==> config.mk <==
export PLATFORM = sky130hd
export DESIGN_NAME = spi_xfer_arbiter_flat
export DESIGN_NICKNAME = d
export VERILOG_FILES = /design/src/rtl/spi_arb_pkg.sv /design/src/rtl/spi_xfer_arbiter_if.sv /design/src/rtl/rr_arbiter.sv /design/src/rtl/spi_xfer_arbiter.sv /design/src/flat_wrapper.sv
export SDC_FILE = /design/constraint.sdc
export NUM_CORES = 1
export LEC_CHECK = 0
export BUFFER_PORTS_ARGS = -buffer_cell sky130_fd_sc_hd__buf_2
export CELL_PAD_IN_SITES_DETAIL_PLACEMENT = 1
export CELL_PAD_IN_SITES_GLOBAL_PLACEMENT = 1
export CORE_MARGIN = 2
export CORE_UTILIZATION = 39
export CTS_CLUSTER_DIAMETER = 60
export DETAILED_ROUTE_END_ITERATION = 8
export PLACE_DENSITY = 0.84
export SLEW_MARGIN = 20
export SYNTH_ARGS = -nofsm -noshare
export SYNTH_HDL_FRONTEND = slang
export SYNTH_HIERARCHICAL = 1
export SYNTH_SLANG_ARGS = --single-unit
export TNS_END_PERCENT = 1
==> constraint.sdc <==
create_clock -name clk -period 1.9 [get_ports clk]
set_input_delay 0.095 -clock clk [delete_from_list [all_inputs] [get_ports clk]]
set_output_delay 0.095 -clock clk [all_outputs]
set_load 0.02 [all_outputs]
==> src/rtl/spi_arb_pkg.sv <==
// Shared types and length decoding for the SPI transfer arbiter.
package spi_arb_pkg;

    typedef enum logic [1:0] {
        IDLE,
        LOW,
        HIGH
    } state_t;

    localparam logic [1:0] LEN_8  = 2'b00;
    localparam logic [1:0] LEN_16 = 2'b01;
    localparam logic [1:0] LEN_32 = 2'b10;

    // Code 2'b11 is treated as a 32-bit transfer.
    function automatic logic [5:0] len_to_bits(input logic [1:0] len);
        case (len)
            LEN_8:   return 6'd8;
            LEN_16:  return 6'd16;
            default: return 6'd32;
        endcase
    endfunction

endpackage

==> src/rtl/spi_xfer_arbiter_if.sv <==
// Requester-side bus of the SPI transfer arbiter: requests in, grants/results out.
interface spi_xfer_arbiter_if #(
    parameter int unsigned NUM_REQ = 2
);

    logic [NUM_REQ-1:0]    IN_req;
    logic [2*NUM_REQ-1:0]  IN_len;
    logic [32*NUM_REQ-1:0] IN_wdata;
    logic [NUM_REQ-1:0]    OUT_ack;
    logic [NUM_REQ-1:0]    OUT_done;
    logic [31:0]           OUT_rdata;
    logic                  OUT_busy;

    modport master (
        output IN_req, IN_len, IN_wdata,
        input  OUT_ack, OUT_done, OUT_rdata, OUT_busy
    );

    modport slave (
        input  IN_req, IN_len, IN_wdata,
        output OUT_ack, OUT_done, OUT_rdata, OUT_busy
    );

endinterface

==> src/rtl/rr_arbiter.sv <==
// Combinational round-robin picker: first request found scanning from ptr+1 upward.
module rr_arbiter #(
    parameter int unsigned N  = 2,
    parameter int unsigned IW = $clog2(N)
) (
    input  logic [N-1:0]  req_i,
    input  logic [IW-1:0] ptr_i,
    output logic [N-1:0]  grant_o,
    output logic [IW-1:0] idx_o,
    output logic          valid_o
);

    int unsigned cand;

    always_comb begin
        grant_o = '0;
        idx_o   = '0;
        valid_o = 1'b0;
        cand    = 0;
        for (int unsigned i = 1; i <= N; i++) begin
            cand = (32'(ptr_i) + i) % N;
            if (!valid_o && req_i[IW'(cand)]) begin
                valid_o              = 1'b1;
                grant_o[IW'(cand)]   = 1'b1;
                idx_o                = IW'(cand);
            end
        end
    end

endmodule

==> src/rtl/spi_xfer_arbiter.sv <==
// Round-robin sharing of one mode-0 SPI master between NUM_REQ requesters;
// MSB-first 8/16/32-bit transfers with a DIV-cycle half period.
module spi_xfer_arbiter
    import spi_arb_pkg::*;
#(
    parameter int unsigned NUM_REQ = 2,
    parameter int unsigned DIV     = 1
) (
    input  logic                clk,
    input  logic                rst,
    spi_xfer_arbiter_if.slave   bus,
    output logic                OUT_SPI_clk,
    output logic                OUT_SPI_mosi,
    input  logic                IN_SPI_miso,
    output logic                OUT_SPI_cs
);

    localparam int unsigned IW = $clog2(NUM_REQ);
    localparam int unsigned DW = $clog2(DIV + 1);

    state_t               state_q;
    logic [DW-1:0]        div_q;
    logic [5:0]           bitcnt_q;
    logic [31:0]          tx_q;
    logic [31:0]          rx_q;
    logic [NUM_REQ-1:0]   gnt_q;
    logic [IW-1:0]        ptr_q;
    logic [NUM_REQ-1:0]   ack_q;
    logic [NUM_REQ-1:0]   done_q;
    logic [31:0]          rdata_q;
    logic                 sclk_q;
    logic                 mosi_q;
    logic                 cs_q;

    logic [NUM_REQ-1:0]   grant;
    logic [IW-1:0]        win_idx;
    logic                 win_valid;
    logic [31:0]          win_wdata;
    logic [1:0]           win_len;

    rr_arbiter #(
        .N  (NUM_REQ),
        .IW (IW)
    ) u_arb (
        .req_i   (bus.IN_req),
        .ptr_i   (ptr_q),
        .grant_o (grant),
        .idx_o   (win_idx),
        .valid_o (win_valid)
    );

    assign win_wdata = bus.IN_wdata[32*win_idx +: 32];
    assign win_len   = bus.IN_len[2*win_idx +: 2];

    always_ff @(posedge clk) begin
        if (rst) begin
            state_q  <= IDLE;
            div_q    <= '0;
            bitcnt_q <= '0;
            tx_q     <= '0;
            rx_q     <= '0;
            gnt_q    <= '0;
            ptr_q    <= IW'(NUM_REQ - 1);
            ack_q    <= '0;
            done_q   <= '0;
            rdata_q  <= '0;
            sclk_q   <= 1'b0;
            mosi_q   <= 1'b0;
            cs_q     <= 1'b1;
        end else begin
            ack_q  <= '0;
            done_q <= '0;
            unique case (state_q)
                IDLE: begin
                    if (win_valid) begin
                        gnt_q    <= grant;
                        ptr_q    <= win_idx;
                        ack_q    <= grant;
                        tx_q     <= win_wdata;
                        mosi_q   <= win_wdata[31];
                        rx_q     <= '0;
                        bitcnt_q <= len_to_bits(win_len);
                        div_q    <= '0;
                        cs_q     <= 1'b0;
                        state_q  <= LOW;
                    end
                end
                LOW: begin
                    if (div_q == DW'(DIV - 1)) begin
                        div_q   <= '0;
                        sclk_q  <= 1'b1;
                        rx_q    <= {rx_q[30:0], IN_SPI_miso};
                        state_q <= HIGH;
                    end else begin
                        div_q <= div_q + 1'b1;
                    end
                end
                HIGH: begin
                    if (div_q == DW'(DIV - 1)) begin
                        div_q    <= '0;
                        sclk_q   <= 1'b0;
                        bitcnt_q <= bitcnt_q - 1'b1;
                        if (bitcnt_q == 6'd1) begin
                            cs_q    <= 1'b1;
                            done_q  <= gnt_q;
                            rdata_q <= rx_q;
                            state_q <= IDLE;
                        end else begin
                            tx_q    <= {tx_q[30:0], 1'b0};
                            mosi_q  <= tx_q[30];
                            state_q <= LOW;
                        end
                    end else begin
                        div_q <= div_q + 1'b1;
                    end
                end
                default: state_q <= IDLE;
            endcase
        end
    end

    assign bus.OUT_ack   = ack_q;
    assign bus.OUT_done  = done_q;
    assign bus.OUT_rdata = rdata_q;
    assign bus.OUT_busy  = (state_q != IDLE);
    assign OUT_SPI_clk   = sclk_q;
    assign OUT_SPI_mosi  = mosi_q;
    assign OUT_SPI_cs    = cs_q;

endmodule
==> src/flat_wrapper.sv <==
// flat-port wrapper written by rule: the top's interface ports become plain ports
module spi_xfer_arbiter_flat import spi_arb_pkg::*;
#(
    parameter int unsigned NUM_REQ = 2,
    parameter int unsigned DIV     = 1
)
  (clk, rst, OUT_SPI_clk, OUT_SPI_mosi, IN_SPI_miso, OUT_SPI_cs, bus_IN_req, bus_IN_len, bus_IN_wdata, bus_OUT_ack, bus_OUT_done, bus_OUT_rdata, bus_OUT_busy);
  spi_xfer_arbiter_if #(.NUM_REQ(NUM_REQ)) bus_i ();
  input  logic clk;
  input  logic rst;
  output logic OUT_SPI_clk;
  output logic OUT_SPI_mosi;
  input  logic IN_SPI_miso;
  output logic OUT_SPI_cs;
  input wire logic [$bits(bus_i.IN_req)-1:0] bus_IN_req;
  input wire logic [$bits(bus_i.IN_len)-1:0] bus_IN_len;
  input wire logic [$bits(bus_i.IN_wdata)-1:0] bus_IN_wdata;
  output wire logic [$bits(bus_i.OUT_ack)-1:0] bus_OUT_ack;
  output wire logic [$bits(bus_i.OUT_done)-1:0] bus_OUT_done;
  output wire logic [$bits(bus_i.OUT_rdata)-1:0] bus_OUT_rdata;
  output wire logic [$bits(bus_i.OUT_busy)-1:0] bus_OUT_busy;
  assign bus_i.IN_req = bus_IN_req;
  assign bus_i.IN_len = bus_IN_len;
  assign bus_i.IN_wdata = bus_IN_wdata;
  assign bus_OUT_ack = bus_i.OUT_ack;
  assign bus_OUT_done = bus_i.OUT_done;
  assign bus_OUT_rdata = bus_i.OUT_rdata;
  assign bus_OUT_busy = bus_i.OUT_busy;
  spi_xfer_arbiter #(.NUM_REQ(NUM_REQ), .DIV(DIV)) u_core (.clk(clk), .rst(rst), .bus(bus_i), .OUT_SPI_clk(OUT_SPI_clk), .OUT_SPI_mosi(OUT_SPI_mosi), .IN_SPI_miso(IN_SPI_miso), .OUT_SPI_cs(OUT_SPI_cs));
endmodule
; Word-level counts from Yosys, hierarchy flattened
; Cells that the tools add are included.
; Widths: inputs -> output; s select.
[totals]
input_bits = 73
reg_bits = 114
[classes]
reduce_logical = 23
bitwise_logic = 6
n_lt_le_gt_ge = 4
shifts = 2
n_addsub = 4
n_eq_ne = 9
n_mux = 43
[op_table]
columns = op, count
row1 = $mux 31, 3
row2 = $mux 32, 2
row3 = $pmux 32 s2, 1
row4 = $shiftx 64x7->32, 1
row5 = $pmux 31 s2, 1
row6 = $pmux 6 s2, 2
row7 = $mux 1, 20
row8 = $reduce_and 3->1, 5
row9 = $mux 6, 2
row10 = $mux 2, 5
row11 = $reduce_bool 2->1, 5
row12 = $ne 2x2->1 const B, 4
row13 = $pmux 1 s2, 4
row14 = $reduce_and 4->1, 2
row15 = $eq 6x1->1 const B, 1
row16 = $pmux 2 s3, 1
row17 = $sub 6x1->6 const B, 1
row18 = $not 1->1, 5
row19 = $eq 2x1->1 const B, 2
row20 = $logic_not 2->1, 2
row21 = $lt 1x2->1 const B, 2
row22 = $reduce_and 2->1, 2
row23 = $reduce_or 4->1, 1
row24 = $shiftx 4x3->2, 1
row25 = other kinds (10), 16

; Depth between registers and ports, before layout
[logic_depth]
ltp_word = 12
mapped_depth = 8
depth_no_buf = 6

; Modules after synthesis
; The synthesis kept the hierarchy.
[by_module_without_submodules]
columns = module, cells_per_inst, area_per_inst_um2, seq_area_each_um2, n_inst
row1 = spi_xfer_arbiter, 565, 4814.6, 2262.2, 1
row2 = rr_arbiter, 5, 32.5, 0.0, 1

; Worst setup path before layout
; OpenSTA, ideal clock, no wires.
[synth_timing]
kind = reg2reg
start = reg u_core.state_q[0]
end = reg u_core.tx_q[0]
synth_period_minus_slack_ns = 1.667
stages_incl_launch_ff = 9
setup_slack_ns = 0.233
required_time_ns = 1.772
arrival_time_ns = 1.539
n_path_buf = 2
setup_time_ns = 0.128
cell_sequence = dfxtp_1 inv_1 ha_1 buf_4 mux2i_4 a31o_4 buf_2 a21oi_1 nor2_1
[synth_between]
elab_chain_cells = 3
[synth_lines]
columns = element, line
row1 = start: declaration, spi_xfer_arbiter.sv:21  ; state_t state_q;
row2 = start signal: assignment, spi_xfer_arbiter.sv:57  ; state_q <= IDLE;
row3 = start signal: assignment, spi_xfer_arbiter.sv:85  ; state_q <= LOW;
row4 = start signal: assignment, spi_xfer_arbiter.sv:93  ; state_q <= HIGH;
row5 = $eq 2x2->1 or $logic_not 2->1 (tied branches), spi_xfer_arbiter.sv:73  ; unique case (state_q)
row6 = $ne 2x2->1 (no source line) or $reduce_bool 2->1 (tied branches), n/a
row7 = $reduce_and 4->1 (no source line), n/a
row8 = end signal: assignment, spi_xfer_arbiter.sv:79  ; tx_q <= win_wdata;
row9 = end signal: assignment, spi_xfer_arbiter.sv:109  ; tx_q <= {tx_q[30:0], 1'b0};
row10 = end: declaration, spi_xfer_arbiter.sv:24  ; logic [31:0] tx_q;
; Parallel ways exist; a longest one is shown, timed or not.
; A chain may end at the register's enable or synchronous reset.

; Worst setup path after layout
[layout_timing]
start = reg u_core.state_q[0]
end = reg u_core.bitcnt_q[4]
[layout_between]
elab_chain_cells = 3
[layout_lines]
columns = element, line
row1 = $eq 2x2->1 or $logic_not 2->1 (tied branches), spi_xfer_arbiter.sv:73
row2 = $ne 2x2->1 (no source line) or $reduce_bool 2->1 (tied branches), n/a
row3 = $reduce_and 3->1 (no source line), n/a
row4 = end signal: assignment, spi_xfer_arbiter.sv:82  ; bitcnt_q <= len_to_bits(win_len);
row5 = end signal: assignment, spi_xfer_arbiter.sv:102  ; bitcnt_q <= bitcnt_q - 1'b1;
row6 = end: declaration, spi_xfer_arbiter.sv:23  ; logic [5:0] bitcnt_q;
; Parallel ways exist; a longest one is shown, timed or not.

==> flow_metrics.tcl <==
set metrics [dict create \
    cts_tree "done" \
    postRouteAntennaNets 0 \
    hpwl_um 8780 \
    die_w_um 115 \
    die-area_mm2 0.0133 \
    power.leakage_nw 2.58 \
    synth_most_common_cell "nand2_1" \
    n_fill_cell 1439 \
    hp-class "in -> reg" \
    worstHoldPathCells 4 \
    nNetsFinal 749 \
    min_from "bus_IN_req[1]" \
    io_buffer_count 112 \
    dr_total_vias 4623 \
    critPathKind "reg -> reg" \
    yosysWarnings 6 \
    min_delay_worst_endpoint "u_core/gnt_q[0]" \
    placed_cells 814 \
    wl_per_cell_um 17.2 \
    maxCapViolations 0 \
    relSlewSlack 0.518 \
    skew_ns 0.00740 \
    io_pins 113 \
    setup_viol 0 \
    r2r-end "u_core/bitcnt_q[4]" \
    gr-total-overflow 0 \
    min_period_over_period 0.962 \
    critPathLaunchType "flip-flop" \
    ys.flop_type "dfxtp_1" \
    reg2reg_from "u_core/state_q[0]" \
    r2r_slack_ns 0.07 \
    via_per_inst 5.43 \
    drtIter0Drc 262 \
    die_h_um 115 \
    core_area_mm2 0.0121 \
    wl_um 14700 \
    critPathRequiredTime_ns 2.23 \
    yosysTopAreaCellShare 0.467 \
    synth_common_cells "135 x nand2_1, 113 x dfxtp_1, 73 x a21oi_1, 40 x nor2_1, 33 x a22oi_1" \
    syn_avg_cell_area_um2 8.50 \
    maxSlewViolCount 0 \
    finalHoldViolations 0 \
    layout-drive-gt1-share 0.255 \
    powerDensity_mw_per_mm2 1130 \
    gp_congestion 0.760 \
    htreeDepth 4 \
    async_reset_ff_frac 0 \
    num_rows 40 \
    root_buffer "clkbuf_16" \
    status "completed" \
    cts_buffer_depth 2 \
    netlist_instances 570 \
    grt_start_max_net_pins 71 \
    synth_top_cell_by_area "dfxtp_1" \
    synthesis.nets 649 \
    ys_seq_area_frac 0.467 \
    peakVddDrop_v 0.000560 \
    clk_pin_slew_ns 0.05 \
    cp_max_fo 16 \
    clock_latency_ns 0.41 \
    cts_buffers 17 \
    grt_setup_unrepaired "no" \
    drc 0 \
    area_delta_synth_final_pct 29.6 \
    cts_sinks 113 \
    start_util 0.402 \
    synth_cell_type_count 43 \
    setup_ws_ns 0.0730 \
    track_usage 0.215 \
    worst_pin_slew_ns 0.723 \
    reg2reg_depth 8 \
    dr.pass1.iters 7 \
    min_period_ns 1.83 \
    layoutNonFillerInstCount 852 \
    grt_pass1_wl_um 22500 \
    grt_pass1_vias 4720 \
    synth-edff-count 0 \
    netlist_area_mm2 0.00485 \
    synth.area.top_cells "dfxtp_1 47%, nand2_1 10%, a21oi_1 7.5%" \
    arrival_ns 2.16 \
    ys_seq_elements 113 \
    pre_cts_ws_ns -0.0652 \
    crit_path_end_kind "flip-flop" \
    fmaxAchievable_ghz 0.547 \
    antenna_found_initial 1 \
]
## placed cells by master (no fill, tap or decap), drive strengths merged, types with 5 or more instances in the layout
cell type	synthesis	layout
o2111ai	31	31
nor2	40	40
a22oi	33	33
ha	6	6
inv	8	7
dfxtp	113	113
nor3b	5	5
clkinv	0	5
clkbuf	20	23
mux2i	33	33
nand2	136	136
a21boi	5	5
a21oi	73	73
o21ai	5	5
buf	31	130
## what timing repair did
item | in CTS | in global routing
pin swaps | 0 | 1
cloned | 0 | 1
setup buffers | 0 | 3
hold endpoints to repair | 1 | 0
resized for setup | 1 | 10
hold buffers | 1 | 0
endpoints found under the setup margin | 45 | 31
## report_power, final
part | switching [mW] | total, mW | leakage, nW | internal [mW]
combinational | 0.715 | 1.19 | 1.36 | 0.473
sequential | 0.111 | 2.63 | 0.919 | 2.52
clock | 1.10 | 3.29 | 0.299 | 2.19
total | 1.93 | 7.12 | 2.58 | 5.19
## worst max-delay path by stage
stage,endpoint,slack (ns),startpoint,cells after the start
floorplan,u_core/tx_q[0],0.23,u_core/state_q[0],8
global placement,u_core/tx_q[23],0.10,u_core/state_q[0],6
detailed placement,u_core/tx_q[8],-0.07,u_core/state_q[0],6
CTS,u_core/tx_q[24],0.009,u_core/state_q[0],6
global route,u_core/bus.OUT_done[0],0.003,u_core/bitcnt_q[2],4
finish,u_core/bitcnt_q[4],0.07,u_core/state_q[0],8
## logic make-up after synthesis
kind of cell | share of synthesized area
compound gates | 0.218
fa+ha+maj | 0.0155
buf+inv | 0.0570
flops | 0.467
mux | 0.0731
simple gates | 0.170
## per-stage QoR
step           total power [mW]  hold WS [ns]  instance area, um^2  utilization  TNS [ns]
4_1_cts                    7.07        0.0686                 6190        0.514         0
5_1_grt                    7.40        0.0848                 6280        0.521         0
2_1_floorplan              3.41         0.257                 4850            -         0
3_3_place_gp               3.69         0.374                 5570        0.461         0
3_5_place_dp               3.75         0.373                 5570        0.461    -0.183
6_report                   7.12        0.0684                 6280        0.521         0
## critical path: stages (launching register included)
cell      delay, ns
dfxtp_2        0.33
inv_1          0.14
ha_2           0.24
buf_8          0.18
mux2i_4        0.11
buf_6          0.17
nor4bb_1       0.27
o21ai_0        0.12
a31oi_1        0.18
## layer usage
metal / global-route usage / vias to the layer above / wire [um]
met5: 0 / - / 0
met4: 0.0892 / 0 / 235
met3: 0.0544 / 20 / 775
met2: 0.379 / 133 / 7490
met1: 0.248 / 2257 / 6180
li1: - / 2213 / -
## flip-flops by register name, summed over array words and instances (netlist names)
| name | flops |
|---|---|
| u_core/bus.OUT_done | 2 |
| u_core/ptr_q | 1 |
| u_core/state_q | 2 |
| u_core/OUT_SPI_mosi | 1 |
| u_core/bitcnt_q | 6 |
| u_core/OUT_SPI_cs | 1 |
| u_core/rx_q | 32 |
| u_core/bus.OUT_ack | 2 |
| u_core/OUT_SPI_clk | 1 |
| u_core/bus.OUT_rdata | 32 |
| u_core/tx_q | 31 |
| u_core/gnt_q | 2 |
## final cells by class
cell class | instances | area (um^2) | share of cell area
multi-input cells | 399 | 2370 | 0.378
repair buffers | 131 | 786 | 0.125
diodes | 1 | 2.50 | 0.000398
clock inverters | 9 | 129 | 0.0205
well taps | 168 | 210 | 0.0335
flip-flops and latches | 113 | 2260 | 0.360
clock buffers | 23 | 488 | 0.0777
inverters | 8 | 30.0 | 0.00478
Note: power is estimated with default switching activity, not from simulation.
